`src/rtl/axi_rd_pkg.sv`:
```
// rtl/axi_rd_pkg.sv - shared states, AXI constants and size helper for the burst read master
package axi_rd_pkg;

  typedef enum logic [2:0] {
    IDLE,
    CALC,
    ADDR,
    DATA,
    DONE
  } rd_state_t;

  localparam logic [1:0] AXI_BURST_INCR = 2'b01;
  localparam logic [1:0] AXI_RESP_OKAY  = 2'b00;

  // AXI bursts must never cross a 4 KB page
  localparam int unsigned BOUNDARY_4K = 4096;

  // Byte-lane count to AxSIZE / address shift
  function automatic int size_log2(input int bytes);
    return $clog2(bytes);
  endfunction

endpackage

```
`src/rtl/axi_burst_calc.sv`:
```
// rtl/axi_burst_calc.sv - min of remaining beats, max burst length and beats left in the 4 KB page
module axi_burst_calc
  import axi_rd_pkg::*;
#(
  parameter int C_LEN_WIDTH = 32,
  parameter int C_BURST_LEN = 16,
  parameter int C_BYTES     = 4
) (
  input  logic [11:0]            i_addr,
  input  logic [C_LEN_WIDTH-1:0] i_beats_left,
  output logic [8:0]             o_beats
);

  localparam int SHIFT = size_log2(C_BYTES);
  localparam int CW    = (C_LEN_WIDTH > 13) ? C_LEN_WIDTH : 13;

  logic [12:0]   w_page_bytes;
  logic [CW-1:0] w_left;
  logic [CW-1:0] w_cap;
  logic [CW-1:0] w_room;
  logic [CW-1:0] w_min_a;
  logic [CW-1:0] w_min;

  // Address is beat-aligned, so the page remainder divides exactly into beats
  assign w_page_bytes = 13'(BOUNDARY_4K) - {1'b0, i_addr};
  assign w_left       = CW'(i_beats_left);
  assign w_cap        = CW'(C_BURST_LEN);
  assign w_room       = CW'(w_page_bytes >> SHIFT);

  // Three-way minimum; result never exceeds C_BURST_LEN (<= 256) so 9 bits hold it
  always_comb begin
    w_min_a = (w_left < w_cap) ? w_left : w_cap;
    w_min   = (w_min_a < w_room) ? w_min_a : w_room;
    o_beats = 9'(w_min);
  end

endmodule

```
`src/rtl/axi_burst_read_master.sv`:
```
// rtl/axi_burst_read_master.sv - AXI4 read master streaming a region into a FIFO; optional AXI_RD_ERR_CHECK_EN
module axi_burst_read_master
  import axi_rd_pkg::*;
#(
  parameter int C_M_AXI_ADDR_WIDTH = 32,
  parameter int C_M_AXI_DATA_WIDTH = 32,
  parameter int C_M_AXI_BURST_LEN  = 16,
  parameter int C_M_AXI_ID_WIDTH   = 1,
  parameter int C_LEN_WIDTH        = 32
) (
  input  logic                          M_AXI_ACLK,
  input  logic                          M_AXI_ARESET,
  input  logic                          i_start,
  input  logic [C_M_AXI_ADDR_WIDTH-1:0] i_src_addr,
  input  logic [C_LEN_WIDTH-1:0]        i_total_len,
  output logic                          o_busy,
  output logic                          o_read_done,
  output logic                          o_err,
  output logic                          o_fifo_push,
  output logic [C_M_AXI_DATA_WIDTH-1:0] o_r_data,
  input  logic                          i_fifo_full,
  output logic [C_M_AXI_ID_WIDTH-1:0]   M_AXI_ARID,
  output logic [C_M_AXI_ADDR_WIDTH-1:0] M_AXI_ARADDR,
  output logic [7:0]                    M_AXI_ARLEN,
  output logic [2:0]                    M_AXI_ARSIZE,
  output logic [1:0]                    M_AXI_ARBURST,
  output logic                          M_AXI_ARVALID,
  input  logic                          M_AXI_ARREADY,
  input  logic [C_M_AXI_DATA_WIDTH-1:0] M_AXI_RDATA,
  input  logic [1:0]                    M_AXI_RRESP,
  input  logic                          M_AXI_RLAST,
  input  logic                          M_AXI_RVALID,
  output logic                          M_AXI_RREADY
);

  localparam int AW    = C_M_AXI_ADDR_WIDTH;
  localparam int LW    = C_LEN_WIDTH;
  localparam int BYTES = C_M_AXI_DATA_WIDTH / 8;
  localparam int SHIFT = size_log2(BYTES);
  localparam logic [AW-1:0] ADDR_ALIGN_MASK = ~(AW'(BYTES - 1));

  rd_state_t     r_state;
  logic          r_busy;
  logic          r_read_done;
  logic          r_arvalid;
  logic [AW-1:0] r_addr;
  logic [AW-1:0] r_araddr;
  logic [7:0]    r_arlen;
  logic [LW-1:0] r_beats_left;
  logic [8:0]    r_burst_beats;
  logic [8:0]    r_beat_cnt;

  logic [8:0]    w_beats;
  logic [LW-1:0] w_len_beats;
  logic          w_rready;
  logic          w_beat_acc;
  logic          w_last_beat;
  logic [AW-1:0] w_burst_bytes;
  logic [LW-1:0] w_burst_beats_ext;

  axi_burst_calc #(
    .C_LEN_WIDTH (LW),
    .C_BURST_LEN (C_M_AXI_BURST_LEN),
    .C_BYTES     (BYTES)
  ) u_calc (
    .i_addr       (r_addr[11:0]),
    .i_beats_left (r_beats_left),
    .o_beats      (w_beats)
  );

  assign w_len_beats       = i_total_len >> SHIFT;
  assign w_burst_bytes     = AW'(r_burst_beats) << SHIFT;
  assign w_burst_beats_ext = LW'(r_burst_beats);

  // Backpressure must reach RREADY in the same cycle, so the data path stays combinational
  assign w_rready    = (r_state == DATA) && !i_fifo_full;
  assign w_beat_acc  = w_rready && M_AXI_RVALID;
  assign w_last_beat = (r_beat_cnt == 9'd1);

  assign M_AXI_RREADY  = w_rready;
  assign o_fifo_push   = w_beat_acc;
  assign o_r_data      = M_AXI_RDATA;
  assign M_AXI_ARID    = '0;
  assign M_AXI_ARSIZE  = 3'(SHIFT);
  assign M_AXI_ARBURST = AXI_BURST_INCR;
  assign M_AXI_ARADDR  = r_araddr;
  assign M_AXI_ARLEN   = r_arlen;
  assign M_AXI_ARVALID = r_arvalid;
  assign o_busy        = r_busy;
  assign o_read_done   = r_read_done;

  // Transfer sequencer: split region into page-safe bursts, one outstanding at a time
  always_ff @(posedge M_AXI_ACLK) begin
    if (M_AXI_ARESET) begin
      r_state       <= IDLE;
      r_busy        <= 1'b0;
      r_read_done   <= 1'b0;
      r_arvalid     <= 1'b0;
      r_addr        <= '0;
      r_araddr      <= '0;
      r_arlen       <= '0;
      r_beats_left  <= '0;
      r_burst_beats <= '0;
      r_beat_cnt    <= '0;
    end else begin
      r_read_done <= 1'b0;
      case (r_state)
        IDLE: begin
          if (i_start) begin
            r_addr       <= i_src_addr & ADDR_ALIGN_MASK;
            r_beats_left <= w_len_beats;
            r_busy       <= 1'b1;
            r_state      <= (w_len_beats == '0) ? DONE : CALC;
          end
        end
        CALC: begin
          r_araddr      <= r_addr;
          r_arlen       <= 8'(w_beats - 9'd1);
          r_burst_beats <= w_beats;
          r_beat_cnt    <= w_beats;
          r_arvalid     <= 1'b1;
          r_state       <= ADDR;
        end
        ADDR: begin
          if (M_AXI_ARREADY) begin
            r_arvalid <= 1'b0;
            r_state   <= DATA;
          end
        end
        DATA: begin
          if (w_beat_acc) begin
            r_beat_cnt <= r_beat_cnt - 9'd1;
            if (w_last_beat) begin
              r_addr       <= r_addr + w_burst_bytes;
              r_beats_left <= r_beats_left - w_burst_beats_ext;
              r_state      <= (r_beats_left == w_burst_beats_ext) ? DONE : CALC;
            end
          end
        end
        DONE: begin
          r_read_done <= 1'b1;
          r_busy      <= 1'b0;
          r_state     <= IDLE;
        end
        default: r_state <= IDLE;
      endcase
    end
  end

`ifdef AXI_RD_ERR_CHECK_EN
  logic r_err;

  // Sticky error: bad response or RLAST out of step with our own beat count
  always_ff @(posedge M_AXI_ACLK) begin
    if (M_AXI_ARESET) begin
      r_err <= 1'b0;
    end else if (r_state == IDLE && i_start) begin
      r_err <= 1'b0;
    end else if (w_beat_acc) begin
      if ((M_AXI_RRESP != AXI_RESP_OKAY) || (M_AXI_RLAST != w_last_beat)) begin
        r_err <= 1'b1;
      end
    end
  end

  assign o_err = r_err;
`else
  logic w_unused_resp;

  assign w_unused_resp = ^{M_AXI_RRESP, M_AXI_RLAST};
  assign o_err         = 1'b0;
`endif

endmodule

```
`config.mk`:
```
export PLATFORM = sky130hd
export DESIGN_NAME = axi_burst_read_master
export DESIGN_NICKNAME = d
export VERILOG_FILES = /design/src/rtl/axi_rd_pkg.sv /design/src/rtl/axi_burst_calc.sv /design/src/rtl/axi_burst_read_master.sv
export SDC_FILE = /design/constraint.sdc
export NUM_CORES = 1
export LEC_CHECK = 0
export ABC_AREA = 1
export BUFFER_PORTS_ARGS = -buffer_cell sky130_fd_sc_hd__buf_2
export CAP_MARGIN = 30
export CORE_ASPECT_RATIO = 1.75
export CORE_MARGIN = 2
export CORE_UTILIZATION = 35
export DETAILED_ROUTE_END_ITERATION = 8
export GPL_ROUTABILITY_DRIVEN = 1
export HOLD_SLACK_MARGIN = 0.1
export PLACE_DENSITY = 0.63
export SYNTH_ARGS = -nofsm -noshare
export SYNTH_HDL_FRONTEND = slang
export SYNTH_SLANG_ARGS = --single-unit
```
`constraint.sdc`:
```
create_clock -name M_AXI_ACLK -period 5.1 [get_ports M_AXI_ACLK]
set_clock_uncertainty 0.15 [all_clocks]
set_input_delay 0.765 -clock M_AXI_ACLK [delete_from_list [all_inputs] [get_ports M_AXI_ACLK]]
set_output_delay 0.765 -clock M_AXI_ACLK [all_outputs]
set_load 0.02 [all_outputs]
```
==> summary.txt <==
Power
  – LEAKAGE: 4.10 nW
  – PwrDens: 740 nW/um^2
  – Peak VDD IR: 0.340 mV

STA
  – RSZ-0062 raised after global routing: false
  – Max Fclk: 274 MHz
  – Slew Limit Fails: 0
  – Final hold violation count: 0
  – Sum Neg Setup Slack: 0 ps
  – Slew HR: 25.9%
  – Shortest period the worst path allows: 3650 ps
  – Slack of the critical path: 1450 ps
  – Worst Tran Pin Value: 1110 ps
  – Period utilization: 71.5%
  – Endpoints failing setup: 0
  – Hold WS: 313 ps

Worst setup path
  – Critical Path Source Type: flop
  – Nature of the critical path endpoint: flop
  – CP max FO: 58
  – Worst EP required: 5300 ps
  – Worst r2r src: r_state[1]
  – CP arrival: 3850 ps
  – FF-to-FF setup slack: 1450 ps
  – Critical setup path kind: flop to flop
  – Register-to-Register Path Depth: 15
  – R2R Path End: r_beats_left[30]
  – Crit path launch: r_state[1]

Drt
  – Initial DRC count: 426
  – Pre-Repair DR Iteration Count: 5
  – Via Count: 7985
  – Routed Antenna Nets: 0
  – Routed len/inst: 15.1 um
  – Via/cell ratio: 5.06
  – WL final: 23.9 mm
  – Residual DRC count: 0

Floorplanning
  – Io pins: 189
  – Die span in y: 205 um
  – Initial Utilization: 35.6%
  – Total die area: 24300 sq um
  – FP Rows: 73
  – Die X: 119 um
  – Core area: 22700 sq um

Logic synthesis
  – Yosys reg bits: 124
  – Top_reg_cell synth: dfxtp_1
  – Synthesized area per cell: 6.70 sq um
  – Area leader, netlist: dfxtp_1
  – Synth Instances: 1205
  – Most common cell in the netlist: nand2_1
  – Post-synth cell types: 49
  – Asr flop ratio synth: 0%
  – Yosys synthesis warning count: 0
  – Area contributors post-synth: dfxtp_1 31%, nand2_1 10%, nor2_1 8.0%
  – Number of synthesized flops with an enable pin: 0
  – Seq/Total Area, Yosys: 30.7%
  – Area share of the largest cell type after synthesis: 30.7%
  – Post-Syn Area: 8070 sq um
  – Top cells by count, synth: 215 x nand2_1, 173 x nor2_1, 124 x dfxtp_1

Clocking
  – Clock transition at path regs: 50 ps
  – Post-CTS Hold Buffers: 0
  – Clock tree from TritonCTS: done
  – Post-CTS Setup Bufs: 0
  – Root buf cell: clkbuf_16
  – Gates resized, CTS repair: 0
  – CTS HTree Levels: 4
  – Clk sink count: 124
  – Clk_lat worst skew: 420 ps
  – CTS Buf Count: 17
  – Bufs on Longest Clock Path: 2

Cells and area
  – Layout net count: 1405
  – Share of layout cells above drive strength 1: 15.4%
  – Fill count: 2455
  – # diodes: 0
  – Post-Layout Inst Area: 9240 sq um
  – Sequential cell area: 2480 sq um
  – Multi-input gate area: 4690 sq um
  – Area Growth Syn to Fin: 14.5%

Hold path
  – Hold worst-path end: M_AXI_ARLEN[0]
  – Hold_sp: M_AXI_ARLEN[0]
  – Hold Path Class: flop to flop
  – Hold path cells: 2

Placed design
  – Post-detail-place hpwl: 17.6 mm
  – DP Worst Slack: 1460 ps
  – GPL Wtd Cong: 0.893
  – DP Area: 8630 sq um
  – Port Buf Inserts: 108

Global routing
  – Initial antenna violation count: 0
  – Tot GR Track Use: 20.0%
  – Grt met1 use: 21.8%
  – Met2 usage in global routing: 36.9%
  – Gr ovfl total: 0
  – Pin count of the biggest net entering global routing: 76
  – Vias in the first global route: 7893
  – First-pass GRT wire length: 38.8 mm
  – GR peak layer: met2
  – Met3 Use GR: 3.26%

Outcome
  – Outcome: completed

Flow run
  – Max cap viols: 0
worst max-delay path by stage:
stage / to / slack (ps) / cells after the start
2_1_floorplan: M_AXI_ARLEN[6] / 2030 / 21
3_5_place_dp: r_beats_left[30] / 1460 / 12
3_3_place_gp: r_beats_left[30] / 1430 / 12
4_1_cts: r_beats_left[30] / 1470 / 15
6_report: r_beats_left[30] / 1450 / 15
5_1_grt: M_AXI_ARLEN[6] / 1170 / 22
state kept, by name, summed over array words and instances (netlist names):
name           cells
r_beats_left      32
M_AXI_ARADDR      30
r_addr            30
r_beat_cnt         9
r_burst_beats      9
M_AXI_ARLEN        8
r_state            3
M_AXI_ARVALID      1
o_busy             1
o_read_done        1
power by group:
group	internal [mW]	leakage [nW]	total [mW]	switching (mW)
clock	0.848	0.306	1.29	0.445
sequential	1.35	1.02	1.72	0.361
combinational	1.31	2.78	3.83	2.52
total	3.51	4.10	6.84	3.32
worst max-delay path: stages (launching register included):
cell and delay, ps:
dfxtp_1 330, nor2_1 220, inv_1 90, nor2_1 130
inv_1 90, or2_2 290, o21ai_1 120, a21oi_2 50
buf_4 240, inv_2 320, buf_4 600, nor2_4 250
inv_2 250, nand2_1 100, o21bai_1 180, a21oi_1 110
per-stage QoR:
stage                     utilization, %  power (mW)  instances
after CTS                           40.8        6.87       1577
final                               40.8        6.84       1577
after detailed placement            38.1        5.55       1547
after global placement              38.0        5.48       1546
after floorplan                        -        4.63       1218
after global routing                40.8        7.49       1577
cell families (layout without fill, tap and decap cells):
group                      Yosys count  count (layout)  share of synthesized area, %
and+or+nand+nor                    535             535                          29.1
AOI/OAI and AO/OA                  268             268                          19.1
buffers and inverters              208             267                          11.9
DFF                                124             124                          30.7
adders and majority gates           34              34                          5.45
xor gates and xnor gates            34              34                          3.69
other                                2              15                        0.0930
metal layers:
layer  up-vias  share of wire, %
met5         -                 0
met4         0               3.7
met3        60               4.0
met2       188                52
met1      3680                40
li1       4057                 -
layout make-up:
class	count	share of cell area [%]
Tap cell	300	4.06
Timing Repair Buffer	118	6.88
Clock inverter	8	1.52
Multi-Input combinational cell	886	50.7
Sequential cell	124	26.9
Inverter	119	4.83
Clock buffer	22	5.13
cells in the final DEF (no fill, tap or decap), types with 19 or more instances in the layout:
cell,instances
o21ai_0,82
nor2_1,173
dfxtp_1,124
a21oi_1,108
nand2_1,215
nor3_1,22
o211ai_1,19
nand3_1,56
ha_1,32
xor2_1,21
inv_1,114
buf_2,108
No activity file was read; power rests on OpenSTA's default activity.
